[src/rtl/painterengine_gpu_tmds_pkg.sv]
// Shared constants for the TMDS serializer: phase wrap point, TMDS control
// tokens and the 10-bit clock-channel pattern.
package painterengine_gpu_tmds_pkg;

  typedef logic [9:0] tmds_symbol_t;

  localparam logic [2:0] PHASE_LAST = 3'd4;

  localparam tmds_symbol_t CTRL_TOKEN_00 = 10'b1101010100;
  localparam tmds_symbol_t CTRL_TOKEN_01 = 10'b0010101011;
  localparam tmds_symbol_t CTRL_TOKEN_10 = 10'b0101010100;
  localparam tmds_symbol_t CTRL_TOKEN_11 = 10'b1010101011;

  // Sent on every data channel when no symbol is waiting at load time.
  localparam tmds_symbol_t FILL_SYMBOL = CTRL_TOKEN_00;

  // Five ones then five zeros, transmitted LSB first.
  localparam tmds_symbol_t CLK_PATTERN = 10'b0000011111;

  // DDR pair of the clock channel for a given phase.
  function automatic logic [1:0] clk_pair(input logic [2:0] phase);
    logic [1:0] pair;
    // NOTE: give every output a default before the case so no path leaves it
    // unassigned; otherwise combinational logic turns into a latch.
    pair = CLK_PATTERN[1:0];
    case (phase)
      3'd0:    pair = CLK_PATTERN[1:0];
      3'd1:    pair = CLK_PATTERN[3:2];
      3'd2:    pair = CLK_PATTERN[5:4];
      3'd3:    pair = CLK_PATTERN[7:6];
      3'd4:    pair = CLK_PATTERN[9:8];
      default: pair = CLK_PATTERN[1:0];
    endcase
    return pair;
  endfunction

endpackage

[src/rtl/painterengine_gpu_tmds_shift_channel.sv]
// One TMDS data lane: a 10-bit register that loads a symbol on the phase-4
// cycle and otherwise shifts right by two, presenting its low two bits as the
// DDR pair (bit 0 goes out first).
module painterengine_gpu_tmds_shift_channel
  import painterengine_gpu_tmds_pkg::*;
(
  input  logic         i_wire_5x_pixel_clock,
  input  logic         i_wire_resetn,
  input  logic         load,
  input  tmds_symbol_t symbol,
  output logic [1:0]   tmds
);

  tmds_symbol_t shift;

  // Load a fresh symbol once per pixel period, otherwise move two bits on.
  always_ff @(posedge i_wire_5x_pixel_clock or negedge i_wire_resetn) begin
    // NOTE: clocked state uses non-blocking assignments so every register
    // samples pre-edge values regardless of statement order.
    if (!i_wire_resetn) begin
      shift <= FILL_SYMBOL;
    end else if (load) begin
      shift <= symbol;
    end else begin
      shift <= {2'b00, shift[9:2]};
    end
  end

  assign tmds = shift[1:0];

endmodule

[src/rtl/painterengine_gpu_tmds_serializer.sv]
// TMDS serializer on the 5x pixel clock: a divide-by-5 phase counter, a
// single-entry valid/ready holding register and three shift lanes emitting
// DDR pairs, plus the combinational clock-channel pattern.
// Define PAINTERENGINE_GPU_TMDS_UNDERRUN_EN to enable the sticky underrun flag.
module painterengine_gpu_tmds_serializer
  import painterengine_gpu_tmds_pkg::*;
(
  input  logic       i_wire_5x_pixel_clock,
  input  logic       i_wire_resetn,
  input  logic       i_wire_symbol_valid,
  input  logic [9:0] i_wire_symbol_ch0,
  input  logic [9:0] i_wire_symbol_ch1,
  input  logic [9:0] i_wire_symbol_ch2,
  output logic       o_wire_symbol_ready,
  output logic [1:0] o_wire_tmds_ch0,
  output logic [1:0] o_wire_tmds_ch1,
  output logic [1:0] o_wire_tmds_ch2,
  output logic [1:0] o_wire_tmds_clk,
  output logic       o_wire_pixel_strobe,
  input  logic       i_wire_underrun_clear,
  output logic       o_wire_underrun
);

  logic [2:0]   reg_phase;
  logic         phase_last;
  logic         full;
  logic         accept;
  tmds_symbol_t hold [3];
  tmds_symbol_t symbol_in [3];
  tmds_symbol_t load_value [3];
  logic [1:0]   tmds [3];

  assign symbol_in[0] = i_wire_symbol_ch0;
  assign symbol_in[1] = i_wire_symbol_ch1;
  assign symbol_in[2] = i_wire_symbol_ch2;

  assign phase_last          = (reg_phase == PHASE_LAST);
  assign o_wire_symbol_ready = !full || phase_last;
  assign accept              = i_wire_symbol_valid && o_wire_symbol_ready;
  assign o_wire_pixel_strobe = phase_last;
  assign o_wire_tmds_clk     = clk_pair(reg_phase);

  // Phase counter: 0..4 then wrap, never visiting 5..7.
  always_ff @(posedge i_wire_5x_pixel_clock or negedge i_wire_resetn) begin
    if (!i_wire_resetn) begin
      reg_phase <= '0;
    end else if (phase_last) begin
      reg_phase <= '0;
    end else begin
      reg_phase <= reg_phase + 3'd1;
    end
  end

  // Full flag: an accept always refills; an unload at phase 4 empties it.
  always_ff @(posedge i_wire_5x_pixel_clock or negedge i_wire_resetn) begin
    if (!i_wire_resetn) begin
      full <= 1'b0;
    end else if (accept) begin
      full <= 1'b1;
    end else if (phase_last) begin
      full <= 1'b0;
    end
  end

  // Holding data captured on every accepted handshake.
  always_ff @(posedge i_wire_5x_pixel_clock) begin
    // NOTE: the holding data has no reset; it is only consumed while full is
    // set, and full is reset, so the storage stays plain flops.
    if (accept) begin
      hold <= symbol_in;
    end
  end

  // Lanes: waiting symbol at phase 4, or the fill token on underrun.
  for (genvar i = 0; i < 3; i++) begin : g_lane
    assign load_value[i] = full ? hold[i] : FILL_SYMBOL;

    painterengine_gpu_tmds_shift_channel u_lane (
      .i_wire_5x_pixel_clock (i_wire_5x_pixel_clock),
      .i_wire_resetn         (i_wire_resetn),
      .load                  (phase_last),
      .symbol                (load_value[i]),
      .tmds                  (tmds[i])
    );
  end

  assign o_wire_tmds_ch0 = tmds[0];
  assign o_wire_tmds_ch1 = tmds[1];
  assign o_wire_tmds_ch2 = tmds[2];

`ifdef PAINTERENGINE_GPU_TMDS_UNDERRUN_EN
  logic underrun;

  // Sticky underrun: set by a fill load, cleared on request; set wins.
  always_ff @(posedge i_wire_5x_pixel_clock or negedge i_wire_resetn) begin
    if (!i_wire_resetn) begin
      underrun <= 1'b0;
    end else if (phase_last && !full) begin
      underrun <= 1'b1;
    end else if (i_wire_underrun_clear) begin
      underrun <= 1'b0;
    end
  end

  assign o_wire_underrun = underrun;
`else
  logic unused_underrun_clear;

  assign unused_underrun_clear = i_wire_underrun_clear;
  assign o_wire_underrun       = 1'b0;
`endif

endmodule

[config.mk]
export PLATFORM = sky130hd
export DESIGN_NAME = painterengine_gpu_tmds_serializer
export DESIGN_NICKNAME = d
export VERILOG_FILES = /design/src/rtl/painterengine_gpu_tmds_pkg.sv /design/src/rtl/painterengine_gpu_tmds_shift_channel.sv /design/src/rtl/painterengine_gpu_tmds_serializer.sv
export SDC_FILE = /design/constraint.sdc
export NUM_CORES = 1
export LEC_CHECK = 0
export ABC_AREA = 1
export CORE_UTILIZATION = 50
export DETAILED_ROUTE_END_ITERATION = 10
export GPL_TIMING_DRIVEN = 0
export HOLD_SLACK_MARGIN = 0.03
export PLACE_DENSITY = 0.86
export SYNTH_ARGS = -nofsm -noshare
export SYNTH_HDL_FRONTEND = slang
export SYNTH_HIERARCHICAL = 1
export SYNTH_SLANG_ARGS = --single-unit
[constraint.sdc]
create_clock -name i_wire_5x_pixel_clock -period 5.4 [get_ports i_wire_5x_pixel_clock]
set_input_delay 1.08 -clock i_wire_5x_pixel_clock [delete_from_list [all_inputs] [get_ports i_wire_5x_pixel_clock]]
set_output_delay 1.08 -clock i_wire_5x_pixel_clock [all_outputs]
set_load 0.01 [all_outputs]
Yosys cells after proc, flatten, opt, wreduce, memory -nomap -nowiden

Cells that the tools add are included.

Logic and storage cells: 27
Flip-flop bits (word level): 64
Output and inout port bits: 11
Input port bits: 34

Muxes and demuxes: 10
Reduce and logical (&&, ||, !) cells: 5
Add/sub/neg operators: 1
Equal/unequal tests: 3

Operators by type and width:

| cell                                                 | count |
|---|---|
| 2-to-1 mux 10 bit                                    | 6 |
| equality test 3 x 2 -> 1 bit (second input constant) | 2 |
| one-hot mux 2 bit (2 select lines)                   | 1 |
| adder 3 x 1 -> 3 bit (second input constant)         | 1 |
| equality test 3 bit (second input constant)          | 1 |
| 2-to-1 mux 3 bit                                     | 1 |
| 2-to-1 mux 1 bit                                     | 2 |
| nonzero test 2 bit                                   | 1 |
| OR reduction 2 bit                                   | 1 |
| logical AND 1 bit                                    | 1 |
| logical NOT 1 bit                                    | 1 |
| logical OR 1 bit                                     | 1 |

Logic depth before layout (Yosys ltp)

Gate-level depths: netlist of the first run.

Depth after elaboration: 4
Depth in mapped cells: 7
Depth with buffers taken out: 7

Hierarchy

The synthesis of the first run kept the hierarchy.

Modules (own cells, without submodules):

| module                               | seq. area each (µm²) | times used | area each (µm²) | cells each |
|---|---|---|---|---|
| painterengine_gpu_tmds_serializer    | 1001.0               | 1          | 1388.8          | 124 |
| painterengine_gpu_tmds_shift_channel | 256.5                | 3          | 387.9           | 42 |

Worst setup path after synthesis of the first run

OpenSTA, ideal clock, no wires.

Path type: input-to-reg
Start: input port i_wire_symbol_valid
End: register hold[0] in the netlist's numbering (enable)
Setup time: 427 ps
Required time: 4973 ps
Arrival time: 2605 ps
Stages: 2
Slack: 2368 ps
Cell sequence: inv_1 -> a21oi_1

Word-level cells in the longest chain between the ends: 1

RTL lines:

| what                   | RTL line                                | RTL |
|---|---|---|
| start: declaration     | painterengine_gpu_tmds_serializer.sv:10 | `input logic i_wire_symbol_valid,` |
| logical AND 1 bit      | painterengine_gpu_tmds_serializer.sv:39 | `assign accept = i_wire_symbol_valid && o_wire_symbol_ready;` |
| named net accept       | painterengine_gpu_tmds_serializer.sv:27 | `logic accept;` |
| end signal: assignment | painterengine_gpu_tmds_serializer.sv:70 | `hold <= symbol_in;` |
| end: declaration       | painterengine_gpu_tmds_serializer.sv:28 | `tmds_symbol_t hold [3];` |

The timed path passes the listed nets, and every way through them passes these cells.
A chain may end at the register's enable or synchronous reset.

Final worst setup path of the first run

Start: register reg_phase[0]
End: output port o_wire_pixel_strobe

Word-level cells in the longest chain between the ends: 1

RTL lines:

| what                     | RTL line                                | RTL |
|---|---|---|
| start: declaration       | painterengine_gpu_tmds_serializer.sv:24 | `logic [2:0] reg_phase;` |
| start signal: assignment | painterengine_gpu_tmds_serializer.sv:50 | `reg_phase <= reg_phase + 3'd1;` |
| equality test 3 bit      | painterengine_gpu_tmds_serializer.sv:37 | `assign phase_last = (reg_phase == PHASE_LAST);` |
| end: declaration         | painterengine_gpu_tmds_serializer.sv:19 | `output logic o_wire_pixel_strobe,` |

Every way passes these cells.

==> impl_metrics.py, run 1 <==
metrics = {
    "cells_and_area": {
        "drive_above_1_share": 0.149,
        "area_delta_synth_final_pct": 29.0,
        "stdcell_count": 375,
        "multi_input_area_sq_um": 512,
        "fill_cells": 368,
        "n_antenna_cell": 0,
        "layout.nets": 340,
        "post-route-util": 0.683,
        "seq_area_sq_mm": 0.00177,
        "final_area_sq_mm": 0.00329,
    },
    "worst_setup_path": {
        "worstPathRequired_ns": 4.32,
        "criticalPathCategory": "flip-flop to output pin",
        "cpMostUsedCell": "inv_1",
        "endpoint_kind": "output pin",
        "slowest_delay_ns": 0.60,
        "worst-path-buf-inv": 3,
        "path_cells": "inv_1 > ha_1 > nand2_1 > inv_1 > clkdlybuf4s50_1",
        "crit_path_max_fanout": 9,
        "critical-path-slowest-cell": "clkdlybuf4s50_1",
        "cp-start-kind": "flip-flop",
        "critPathTopFamily": "buffers and inverters",
        "cp.arrival_ns": 2.00,
    },
    "timing": {
        "setup_viol": 0,
        "rsz0062_at_grt": "no",
        "slew_headroom": 0.382,
        "slew_violations": 0,
        "max_freq_mhz": 324,
        "post-route-period-util": 0.571,
        "clock_skew_ns": 0.00431,
        "hold_viol": 0,
        "tightestPinTransition_ns": 0.925,
        "fin_setup_tns_ns": 0,
        "setup_slack_ns": 2.32,
        "timing.final.crit_period_ns": 3.08,
        "hold_ws_ns": 0.440,
    },
    "routing": {
        "dr.pass1.iters": 6,
        "drt_wl_total_mm": 4.08,
        "vias": 1649,
        "ant_nets": 0,
        "dr.first_iter.drc_count": 73,
        "via_per_inst": 4.40,
        "drc": 0,
        "wire_per_inst_um": 10.9,
    },
    "power": {
        "irDropWorstVdd_mv": 0.194,
        "p_leak_nw": 1.72,
        "power_mw": 1.03,
        "power_density_mw_per_mm2": 311,
    },
    "global_routing": {
        "overflow": 0,
        "track_usage": 0.180,
        "grt_pass1_vias": 1605,
        "antenna_found_initial": 0,
        "grt_pass1_wl_mm": 6.81,
        "grt_max_degree": 35,
    },
    "synth": {
        "ys_top_cells_by_area": "edfxtp_1 35%, dfrtp_1 19%, nand2_1 17%, dfstp_2 15%, inv_1 6.9%",
        "synth.top_cell.area_share": 0.353,
        "synth_top_area_cell": "edfxtp_1",
        "ys_types": 11,
        "synth_ff_type": "edfxtp_1",
        "synth_sequential_area_ratio": 0.694,
        "yosys_register_bits": 64,
        "yosys-top-cells-count": "117 x nand2_1, 47 x inv_1, 30 x edfxtp_1, 19 x dfrtp_1, 15 x dfstp_2",
        "syn_nets": 287,
        "syn-mean-instance-area_sq_um": 10.2,
        "synth_cells": 250,
        "ys_warn_count": 6,
        "syn_area_sq_mm": 0.00255,
        "synth-edff-count": 30,
        "async_flop_share": 0.531,
        "yosysMostFrequentCell": "nand2_1",
    },
    "run_status": {
        "status": "finished, final reports clean",
    },
    "floorplan": {
        "die_w_um": 73.5,
        "ios": 45,
        "chipHeight_um": 73.5,
        "initial_utilization": 0.530,
        "core_sq_mm": 0.00482,
        "rows": 25,
        "design.die.area_sq_mm": 0.00539,
    },
    "clocking": {
        "clock_latency_ns": 0.33,
        "clk_pin_slew_ns": 0.07,
        "clkSinkCount": 64,
        "cts_setup_buffers": 0,
        "cts.path.max_buffers": 2,
        "cts_tree": "yes",
        "cts_resized": 0,
        "numCtsBuffers": 9,
        "cts_root_buf": "clkbuf_8",
        "ctsHoldBuffers": 0,
        "htreeDepth": 3,
    },
    "place": {
        "post-place-ws_ns": 2.62,
        "dp_cells": 359,
        "gp_congestion": 0.762,
        "dp_hpwl_mm": 2.69,
        "portBuffers": 42,
        "place_area_sq_mm": 0.00306,
    },
    "run": {
        "maxCapViolCount": 0,
    },
    "worst_hold_path": {
        "hold_class": "flip-flop to flip-flop",
    },
}
-- cells in the final DEF (no fill, tap or decap), drive strengths merged --
master           n
dfstp           15
buf             14
ha               3
inv             47
clkdlybuf4s50   41
clkbuf          10
conb             1
edfxtp          30
nand2          117
bufinv           2
a21oi            1
nor2             4
dfrtp           19
clkinv           4
-- path summary, 6_finish.rpt --
| check | startpoint | to | slack [ns] | cells after the start |
|---|---|---|---|---|
| hold reg to reg | g_lane[2].u_lane/shift[7] | g_lane[2].u_lane/shift[5] | 0.44 | 2 |
| setup / recovery | reg_phase[0] | o_wire_pixel_strobe | 2.32 | 5 |
| min in group asynchronous | i_wire_resetn | g_lane[1].u_lane/shift[0] | 0.80 | 1 |
| setup reg to reg | reg_phase[0] | hold[14] | 3.42 | 4 |
| hold / removal | g_lane[2].u_lane/shift[7] | g_lane[2].u_lane/shift[5] | 0.44 | 2 |
| max in group asynchronous | i_wire_resetn | g_lane[2].u_lane/shift[7] | 4.13 | 1 |
-- power by group --
group          total, mW  switching (mW)  leakage (nW)  internal [mW]
Combinational     0.0443          0.0183         0.900         0.0260
Clock              0.462           0.178         0.121          0.284
Sequential         0.519         0.00100         0.699          0.518
Total               1.03           0.197          1.72          0.828
-- state kept, by name, indices dropped and copies added, names as in the netlist --
name / count
hold: 30
reg_phase: 3
full: 1
g_lane.u_lane/shift: 30
-- worst register-to-register path, cell delays in order, from the launching register on --
cell,delay (ns)
dfrtp_1,0.40
inv_1,0.09
ha_1,0.17
nand2_1,0.16
a21oi_4,0.77
-- logic make-up (layout without fill, tap and decap cells) --
family                   Yosys count  after routing  share of synthesized area
AND/OR/NAND/NOR                  121            121                      0.178
other                              1              1                    0.00147
AO/OA/AOI/OAI                      1              1                    0.00196
adder cells (fa/ha/maj)            3              3                     0.0147
buffers and inverters             60            118                      0.110
flip-flops                        64             64                      0.694
-- cell type report --
type                       instances  area share
multi-input combinational        126       0.155
buffer                            13      0.0319
clock inverter                     6      0.0243
tap                               67      0.0255
timing repair buffer              42       0.126
clock buffer                      10      0.0452
sequential                        64       0.538
inverter                          47      0.0536
-- per-layer routing --
layer  track usage  wire [um]  up-vias
met5             0          0        -
met1         0.196       1690      775
li1              -          -      830
met3        0.0549        155        7
met2         0.301       2160       37
met4         0.124         82        0
No activity file was read; power rests on OpenSTA's default activity.
==> run 2, diff against run 1 <==
==> constraint.sdc (replaced) <==
create_clock -name i_wire_5x_pixel_clock -period 2.9 [get_ports i_wire_5x_pixel_clock]
set_input_delay 0.58 -clock i_wire_5x_pixel_clock [delete_from_list [all_inputs] [get_ports i_wire_5x_pixel_clock]]
set_output_delay 0.58 -clock i_wire_5x_pixel_clock [all_outputs]
set_load 0.01 [all_outputs]
==> results of run 2 <==
The final DEF is identical to that of run 1. Status: finished, final reports clean.
Main changes from that run: setup slack after placement 2.62 ns -> 0.625 ns; setup slack after layout 2.32 ns -> 0.316 ns; hold slack 0.440 ns -> 0.299 ns; register-to-register setup slack 3.42 ns -> 0.92 ns; total power 1.03 mW -> 1.91 mW; worst IR drop on VDD 0.194 mV -> 0.361 mV
==> run 3, diff against run 2 <==
--- a/config.mk
+++ b/config.mk
@@ -6,11 +6,11 @@
 export NUM_CORES = 1
 export LEC_CHECK = 0
 export ABC_AREA = 1
-export CORE_UTILIZATION = 50
+export CORE_UTILIZATION = 47
 export DETAILED_ROUTE_END_ITERATION = 10
 export GPL_TIMING_DRIVEN = 0
 export HOLD_SLACK_MARGIN = 0.03
-export PLACE_DENSITY = 0.86
+export PLACE_DENSITY = 0.85
 export SYNTH_ARGS = -nofsm -noshare
 export SYNTH_HDL_FRONTEND = slang
 export SYNTH_HIERARCHICAL = 1
==> constraint.sdc (replaced) <==
create_clock -name i_wire_5x_pixel_clock -period 2.3 [get_ports i_wire_5x_pixel_clock]
set_input_delay 0.46 -clock i_wire_5x_pixel_clock [delete_from_list [all_inputs] [get_ports i_wire_5x_pixel_clock]]
set_output_delay 0.46 -clock i_wire_5x_pixel_clock [all_outputs]
set_load 0.01 [all_outputs]
==> impl_metrics.py, run 3 (synthesis results as in run 1) <==
metrics = {
    "cells_and_area": {
        "final_cell_mix": "116 x nand2_1, 46 x inv_1, 37 x clkdlybuf4s50_1, 30 x edfxtp_1, 19 x dfrtp_1",
        "fill_cells": 426,
        "layout.nets": 341,
        "n_antenna_cell": 0,
        "mostFrequentLayoutCell": "nand2_1",
        "reg_top3": "g_lane.u_lane/shift: 30 flops, hold: 30 flops, reg_phase: 3 flops",
        "seq_area_sq_mm": 0.00177,
        "drive_above_1_share": 0.152,
        "stdcell_count": 379,
        "area_delta_synth_final_pct": 27.8,
        "final_area_sq_mm": 0.00326,
        "multi_input_area_sq_um": 514,
    },
    "routing": {
        "ant_nets": 0,
        "vias": 1644,
        "via_per_inst": 4.34,
        "wire_per_inst_um": 10.6,
        "drc": 0,
        "drt_wl_total_mm": 4.01,
        "dr.pass1.iters": 4,
        "dr.first_iter.drc_count": 98,
    },
    "worst_setup_path": {
        "r2r_start": "reg_phase[0]",
        "worstPathRequired_ns": 2.25,
        "crit_path_max_fanout": 30,
        "criticalPathCategory": "flip-flop to flip-flop",
        "cp-start-kind": "flip-flop",
        "critPathTopFamily": "compound AO/OA/AOI/OAI gates",
        "rr_worst_depth": 5,
        "cp-startpoint": "reg_phase[0]",
        "cp.arrival_ns": 2.00,
        "r2r_setup_slack_ns": 0.25,
        "worst-path-buf-inv": 2,
        "r2r-end": "hold[7]",
        "endpoint_kind": "flip-flop",
        "path_cells": "inv_1 > ha_1 > nand2_2 > buf_4 > a21oi_4",
        "slowest_delay_ns": 0.75,
        "critical-path-slowest-cell": "a21oi_4",
    },
    "global_routing": {
        "overflow": 0,
        "grt_pass1_vias": 1547,
        "grt_pass1_wl_mm": 6.67,
        "track_usage": 0.170,
        "grt_max_degree": 35,
        "antenna_found_initial": 0,
    },
    "floorplan": {
        "rows": 26,
        "chipHeight_um": 75.7,
        "initial_utilization": 0.493,
        "design.die.area_sq_mm": 0.00573,
        "die_w_um": 75.7,
        "core_sq_mm": 0.00517,
        "ios": 45,
    },
    "power": {
        "seqPwrFrac": 0.563,
        "p_leak_nw": 1.73,
        "power_switching_share": 0.204,
        "p_comb_frac": 0.048,
        "p_int_mw": 1.72,
        "power_density_mw_per_mm2": 664,
        "switchingPower_mw": 0.441,
        "irDropWorstVdd_mv": 0.436,
        "share_clk_of_total_power": 0.389,
    },
    "timing": {
        "post-route-period-util": 0.890,
        "timing.final.crit_period_ns": 2.05,
        "clock_skew_ns": 0.00769,
        "slew_violations": 0,
        "setup_viol": 0,
        "hold_ws_ns": 0.178,
        "rsz0062_at_grt": "no",
        "hold_viol": 0,
        "tightestPinTransition_ns": 0.967,
        "max_freq_mhz": 489,
        "slew_headroom": 0.354,
    },
    "clocking": {
        "ctsHoldBuffers": 0,
        "clkSinkCount": 64,
        "numCtsBuffers": 9,
        "clock_latency_ns": 0.34,
        "cts.path.max_buffers": 2,
        "htreeDepth": 3,
        "cts_root_buf": "clkbuf_8",
        "clk_pin_slew_ns": 0.07,
        "cts_tree": "yes",
    },
    "place": {
        "dp_cells": 362,
        "place_area_sq_mm": 0.00307,
        "portBuffers": 42,
        "gp_congestion": 0.732,
        "dp_hpwl_mm": 2.62,
    },
    "run": {
        "maxCapViolCount": 0,
    },
    "run_status": {
        "status": "finished, final reports clean",
    },
    "worst_hold_path": {
        "hold_class": "input pin to asynchronous set/reset pin",
    },
}
-- run 3: cell count changes in the layout (fill, tap and decap cells not counted), sizes merged --
cell,previous run,this run
clkdlybuf4s50,41,37
dlymetal6s2s,0,4
clkbuf,10,13
bufinv,2,0
clkinv,4,2
buf,14,15
inv,47,48
-- run 3: repair_timing --
action / 4_1_cts / 5_1_grt
endpoints found under the setup margin: 4 / 4
pin swaps: 1 / 0
setup buffers: 1 / 0
gates resized for setup: 2 / 4
-- run 3: routing by layer --
layer | share of wire | up-vias | wire length, um | global-route usage
li1 | - | 836 | - | -
met1 | 0.43 | 756 | 1740 | 0.198
met2 | 0.50 | 42 | 2020 | 0.274
met3 | 0.036 | 10 | 143 | 0.0437
met4 | 0.027 | 0 | 108 | 0.123
met5 | 0 | - | 0 | 0
-- run 3: how the worst max path moves through the flow --
stage	to	slack [ns]	depth (start not counted)
after floorplan	hold[0]	0.27	4
after global placement	hold[29]	-0.26	3
after detailed placement	hold[29]	0.14	3
after CTS	o_wire_tmds_clk[1]	0.02	6
after global routing	hold[25]	0.06	5
final	hold[7]	0.25	5
-- run 3: power by group through the flow --
stage / Clock (mW) / Sequential, mW / Combinational, mW
after floorplan: 0 / 1.24 / 0.0300
after global placement: 0 / 1.24 / 0.103
after detailed placement: 0 / 1.24 / 0.105
after CTS: 0.867 / 1.22 / 0.106
after global routing: 0.916 / 1.22 / 0.116
final: 0.844 / 1.22 / 0.104
-- run 3: layout make-up --
| class | count | area share |
|---|---|---|
| tap | 70 | 0.0269 |
| multi-input combinational | 126 | 0.158 |
| timing repair buffer | 43 | 0.133 |
| sequential | 64 | 0.543 |
| clock inverter | 3 | 0.00499 |
| buffer | 13 | 0.0322 |
| clock buffer | 13 | 0.0487 |
| inverter | 47 | 0.0541 |
-- run 3: through the flow --
step	util	total power, mW	setup TNS, ns	worst slack [ns]
2_1_floorplan	-	1.27	0	0.269
3_3_place_gp	0.592	1.34	-7.89	-0.265
4_1_cts	0.629	2.19	0	0.0154
3_5_place_dp	0.593	1.35	0	0.141
6_report	0.631	2.17	0	0.253
5_1_grt	0.631	2.25	0	0.0615
